<file path="src/rtl/fetch_sequencer.sv">
// Fetch sequencer: owns the PC, drives the combinational instruction ROM and registers its word into IF/ID (one-cycle fetch latency).
// Backpressure: stall_i freezes the PC and IF/ID registers; only an exception overrides a stall.
module fetch_sequencer #(
  parameter logic [31:0] RESET_VEC  = 32'h0000_0000,
  parameter logic [31:0] INT_VEC    = 32'h0000_0004,
  parameter logic [31:0] EXC_VEC    = 32'h0000_0008,
  parameter int          KERNEL_BIT = 31
) (
  input  logic        clk,
  input  logic        rst_n,
  input  logic        stall_i,
  input  logic        branch_i,
  input  logic [31:0] branch_target_i,
  input  logic        int_req_i,
  input  logic        exc_req_i,
  input  logic [31:0] exc_pc_i,
  output logic [31:0] rom_addr_o,
  output logic        rom_ce_o,
  input  logic [31:0] rom_data_i,
  output logic [31:0] if_pc_o,
  output logic [31:0] if_inst_o,
  output logic        if_valid_o,
  output logic [31:0] epc_o,
  output logic        epc_we_o
);

  localparam logic [31:0] KERNEL_MASK = 32'h1 << KERNEL_BIT;

  localparam logic [1:0] S_BOOT = 2'd0;
  localparam logic [1:0] S_RUN  = 2'd1;
  localparam logic [1:0] S_HOLD = 2'd2;

  logic [1:0]  state_q;
  logic [31:0] pc_q;
  logic [31:0] pc_next;
  logic        int_take;

  // Interrupts wait out kernel mode and never split a branch from its delay slot.
  assign int_take = int_req_i & ~pc_q[KERNEL_BIT] & ~branch_i;

  always_comb begin
    pc_next = pc_q + 32'd4;
    if (exc_req_i) begin
      pc_next = EXC_VEC | KERNEL_MASK;
    end else if (int_take) begin
      pc_next = INT_VEC | KERNEL_MASK;
    end else if (branch_i) begin
      pc_next = branch_target_i;
    end
  end

  assign rom_addr_o = pc_q;
  assign rom_ce_o   = (state_q != S_BOOT);

  always_ff @(posedge clk) begin
    if (!rst_n) begin
      state_q    <= S_BOOT;
      pc_q       <= RESET_VEC;
      if_pc_o    <= 32'h0;
      if_inst_o  <= 32'h0;
      if_valid_o <= 1'b0;
      epc_o      <= 32'h0;
      epc_we_o   <= 1'b0;
    end else begin
      epc_we_o <= 1'b0;
      if (state_q == S_BOOT) begin
        state_q <= S_RUN;
      end else if (exc_req_i) begin
        // The faulting instruction must not replay, so this beats a stall.
        state_q    <= S_RUN;
        pc_q       <= pc_next;
        if_pc_o    <= pc_q;
        if_inst_o  <= 32'h0;
        if_valid_o <= 1'b0;
        epc_o      <= exc_pc_i + 32'd4;
        epc_we_o   <= 1'b1;
      end else if (stall_i) begin
        state_q <= S_HOLD;
      end else begin
        state_q <= S_RUN;
        pc_q    <= pc_next;
        if_pc_o <= pc_q;
        if (int_take) begin
          // The instruction at pc_q was not fetched; it re-executes on return.
          if_inst_o  <= 32'h0;
          if_valid_o <= 1'b0;
          epc_o      <= pc_q;
          epc_we_o   <= 1'b1;
        end else begin
          if_inst_o  <= rom_data_i;
          if_valid_o <= 1'b1;
        end
      end
    end
  end

endmodule
</file>
<file path="config.mk">
export PLATFORM = sky130hd
export DESIGN_NAME = fetch_sequencer
export DESIGN_NICKNAME = d
export VERILOG_FILES = /design/src/rtl/fetch_sequencer.sv
export SDC_FILE = /design/constraint.sdc
export NUM_CORES = 1
export LEC_CHECK = 0
export ABC_AREA = 1
export BUFFER_PORTS_ARGS = -buffer_cell sky130_fd_sc_hd__clkbuf_2
export CAP_MARGIN = 20
export CORE_UTILIZATION = 35
export DETAILED_ROUTE_END_ITERATION = 8
export HOLD_SLACK_MARGIN = 0.06
export MAX_ROUTING_LAYER = met4
export SYNTH_ARGS = -nofsm -noshare
export SYNTH_HDL_FRONTEND = slang
export SYNTH_SLANG_ARGS = --single-unit
</file>
<file path="constraint.sdc">
create_clock -name clk -period 1.85 [get_ports clk]
set_input_delay 0.37 -clock clk [delete_from_list [all_inputs] [get_ports clk]]
set_output_delay 0.37 -clock clk [all_outputs]
set_load 0.02 [all_outputs]
</file>
---- Word level (Yosys, flattened, before mapping) ----
Index checks and enable logic that the tools add are counted.
W data, S select, Z words.
storage, ports and cells
  bits in registers ....................... 132
  logic and storage cells ................. 46
  input port bits ......................... 102
  output and inout port bits .............. 131
cells by class
  bitwise gates (word level) .............. 6
  reductions and logical operators ........ 7
  eq/ne operators ......................... 1
  mux-type cells .......................... 22
  add/subtract/negate cells ............... 2
operators by type and width
  cell                     count
  $mux W32                 13
  $add A32 B3 Y32 const B  2
  $mux W1                  8
  $not A1 Y1               4
  $reduce_bool A2 Y1       2
  $reduce_and A3 Y1        1
  $reduce_or A3 Y1         1
  $and A1 B1 Y1            2
  $logic_not A2 Y1         1
  $mux W2                  1
  $ne A2 B1 Y1 const B     1
  $reduce_and A2 Y1        1
  $reduce_or A2 Y1         1

---- Longest topological paths before layout ----
  depth in word-level cells ............... 7
  gate-level depth with buffers ........... 12

---- Worst setup path before layout ----
No wires, ideal clock.
  path kind ............................... reg2reg
  start ................................... register pc_q[3] (netlist: rom_addr_o[3])
  end ..................................... register pc_q[30] (netlist: rom_addr_o[30])
  library setup time ...................... 0.132 ns
  period minus slack after synthesis ...... 1.720 ns
  data required time ...................... 1.718 ns
  slack ................................... 0.130 ns
  arrival time ............................ 1.587 ns
  stages on the path, launching flop included .. 11
  path through ............................ dfxtp_1 -> ha_1 -> inv_1 -> nor2_1 -> inv_1 -> nor2_1 -> nand2_1 -> nand2_1 -> nand3_1 -> nand2_1 -> a21oi_1
between the ends
  longest elaborated chain between the ends .. 6
RTL lines
  item                    RTL line  RTL
  from (decl)             34        logic [31:0] pc_q;
  from (signal assigned)  71        pc_q <= pc_next;
  from (signal assigned)  81        pc_q <= pc_next;
  $add A32 B3 Y32 (*)     42        pc_next = pc_q + 32'd4;
  $mux W32 (*)            47        end else if (branch_i) begin
  $mux W32 (*)            45        end else if (int_take) begin
  $mux W32 (*)            43        if (exc_req_i) begin
  $mux W32                77        end else if (stall_i) begin
  $mux W32 (*)            68        end else if (exc_req_i) begin
Every way passes the cells marked *; elsewhere a longest branch is shown, timed or not. The select of a mux whose other input is x is not followed.
A chain may end at the register's enable or synchronous reset.

---- Worst setup path in the final report ----
  start ................................... register pc_q[31] (netlist: rom_addr_o[31])
  end ..................................... register pc_q[11] (netlist: rom_addr_o[11])
between the ends
  longest elaborated chain between the ends .. 7
RTL lines
  item                             RTL line  RTL
  $not A1 Y1 (*)                   39        assign int_take = int_req_i & ~pc_q[KERNEL_BIT] & ~branch_i;
  $and A1 B1 Y1 (*) (2 in series)  39
  $mux W32 (*)                     45
  $mux W32 (*)                     43
  $mux W32                         77
  $mux W32 (*)                     68
Marks and branches as above.

==> metrics.cfg <==
[status]
outcome = finished, final reports clean

[timing]
fmax_mhz = 598
setup_viol = 0
finalCritPeriodShare_pct = 90.4
hold_viol_final = 0
worst_pin_slew_ps = 590
fin_crit_ps = 1670
fin_setup_tns_ps = 0
slew_violations = 0
slew_headroom_pct = 60.7
fin_skew_ps = 9.73
rsz0062_at_grt = false

[setup_path]
worstPathCellList = inv_1, nand3_1, nand2_1, nor2_8, inv_2, nor2_1, o21ai_0, a21oi_1
regToRegEndpoint = rom_addr_o[11]
endpoint_kind = flop
critPathRequiredTime_ps = 2140
r2r_start = rom_addr_o[31]
reg2reg_slack_ps = 180
arrival_ps = 1970
critical-path-top-delay-family = simple AND/OR/NAND/NOR gates
path_buf_inv = 2
r2r_cells = 8
crit_type = reg2reg
crit_path_start_kind = flop
path_max_fanout = 26
cpPeakStageDelay_ps = 360
cp_slowest_cell = inv_2

[clock_network]
cts_root_buf = clkbuf_16
clock-sinks = 132
cts_hold_buf = 0
path_clk_slew_ps = 60
htreeDepth = 4
numCtsBuffers = 17
cts_repair_resize_count = 0
tritoncts = done
postCtsSetupBuffers = 0
clockBufferDepth = 2
clk_latency_ps = 420

[floorplanning]
die_h_um = 140
core_area_sq_um = 18600
dieArea_sq_um = 19600
dieWidth_um = 140
initial_core_util_pct = 35.7
ios = 233
rows = 50

[grt]
grt_max_degree = 58
grt.overflow.total = 0
first_global_vias = 7206
antenna_found_initial = 0
grt_usage_pct = 26.3
grt_first_pass_wirelength_mm = 38.5

[cells_and_area]
drive_gt1_share_pct = 25.6
design_area_sq_um = 8830
area_delta_synth_final_pct = 32.8
diodes = 0
fin_nets = 1365

[routing]
drtAntennaViolNets = 0
wl_per_cell_um = 16.6
drc = 0
vias_per_cell = 5.10
vias = 7687
routed_wl_mm = 25.0
firstDrtPassIters = 6
drtIter0Drc = 504

[pwr]
swShare_pct = 29.6
p_leak_nw = 3.99
switchingPower_w = 0.00228
pwr-share-comb_pct = 16.3
internal_power_w = 0.00544
p_clk_share_pct = 43.2
seq_power_share_pct = 40.5
vdd_ir_drop_max_mv = 0.657
powerDensity_nw_per_um2 = 875

[worst_hold_path]
hold_class = in2reg
holdPathEnd = if_inst_o[20]
min-delay-start = rom_data_i[20]
holdPathStages = 3

[logic_synthesis]
ys_async_sr_fraction_pct = 0
syn-num-nets = 1116
seq_area_frac_synth_pct = 39.7
syn_area_sq_um = 6650
syn_avg_cell_area_sq_um = 6.57
synth-edff-count = 0
yosys_warnings = 0
ys_types = 31
synthFlopType = dfxtp_1
syn_inst = 1012
synth-seq-cells = 132

[placed_design]
dpl-instance-area_sq_um = 8250
dpl.hpwl_mm = 19.3
gp_congestion = 0.960
port_buffers = 232

[job]
maxCapViolations = 0

## metrics by stage
stage | hold slack, ps | setup slack (ps) | util (%) | std cells | total power [W]
after floorplan | 514 | 130 | - | 1012 | 0.00389
after global placement | 443 | 52.8 | 44.3 | 1476 | 0.00444
after CTS | 173 | 125 | 47.3 | 1506 | 0.00775
after global routing | 183 | 9.32 | 47.4 | 1506 | 0.00803
after detailed placement | 446 | 63.1 | 44.3 | 1476 | 0.00445
final | 182 | 178 | 47.4 | 1506 | 0.00773
## cell type report
cell class                 count  area, sq um
sequential                   132         2640
clock inverter                12          130
timing repair buffer         280         1530
inverter                      54          205
tap                          234          293
multi-input combinational    776         3590
fill                        1949         9810
clock buffer                  18          439
## routing by layer
metal	global-route usage, %	share of wire [%]
met1	33.6	45
met2	41.2	46
met5	-	0
met3	6.02	6.8
met4	7.81	1.8
## worst max-delay path by stage
stage                     slack, ps  cells after the start      startpoint        endpoint
after floorplan                 130                     10   rom_addr_o[3]  rom_addr_o[30]
after global placement           50                      8        branch_i       epc_o[13]
after detailed placement         60                      8        branch_i        epc_o[7]
after CTS                       120                      7  rom_addr_o[31]        epc_o[7]
after global routing              9                      9  rom_addr_o[10]  rom_addr_o[28]
final                           180                      8  rom_addr_o[31]  rom_addr_o[11]
## cells in the mapped netlist, types with 3 or more instances
cell type / n / share of area [%]
a211oi_1: 7 / 0.79
a21oi_1: 96 / 7.2
a22oi_1: 32 / 3.6
buf_2: 13 / 0.98
clkbuf_1: 34 / 1.9
dfxtp_1: 132 / 40
inv_1: 47 / 2.7
inv_2: 7 / 0.40
nand2_1: 260 / 15
nand3_1: 61 / 4.6
nand3b_1: 11 / 1.2
nand4_1: 8 / 0.75
nor2_1: 192 / 11
nor3_1: 3 / 0.23
o211ai_1: 3 / 0.34
o21ai_0: 63 / 4.7
o21ai_1: 11 / 0.83
xnor2_1: 7 / 0.92
xor2_1: 8 / 1.1
## kinds of logic (layout without fill, tap and decap cells)
family | Yosys count | count (layout) | share of synthesized area (%)
buf+inv | 104 | 364 | 6.40
xor+xnor | 15 | 15 | 1.98
simple gates | 542 | 542 | 33.3
mux | 2 | 2 | 0.301
compound gates | 215 | 215 | 17.9
fa+ha+maj | 2 | 2 | 0.376
flops | 132 | 132 | 39.7
## state kept, by name, summed over array words and instances, names as in the netlist
register	count
epc_o	32
epc_we_o	1
if_inst_o	32
if_pc_o	32
if_valid_o	1
rom_addr_o	32
state_q	2
## worst register-to-register path: stages, from the launching register on
cell and delay [ps]:
dfxtp_1 300, inv_1 130, nand3_1 160, nand2_1 250, nor2_8 70, inv_2 360, nor2_1 100, o21ai_0 100
a21oi_1 80
## placed cells by master, fill, tap and decap left out, types with 17 or more instances in the layout
master and instances:
a22oi_1 32, o21ai_0 63, clkbuf_2 232, nand2_1 260, buf_4 47, dfxtp_1 132, nand3_1 61, a21oi_1 96
nor2_1 191, inv_1 46, clkbuf_16 17
## power groups by stage
stage / Combinational [W] / Clock [W] / Sequential, W
global placement: 0.00125 / 0 / 0.00319
finish: 0.00126 / 0.00334 / 0.00313
detailed placement: 0.00126 / 0 / 0.00319
floorplan: 0.000526 / 0 / 0.00336
global route: 0.00138 / 0.00350 / 0.00315
CTS: 0.00126 / 0.00336 / 0.00313
Note: power is estimated with default switching activity, not from simulation.
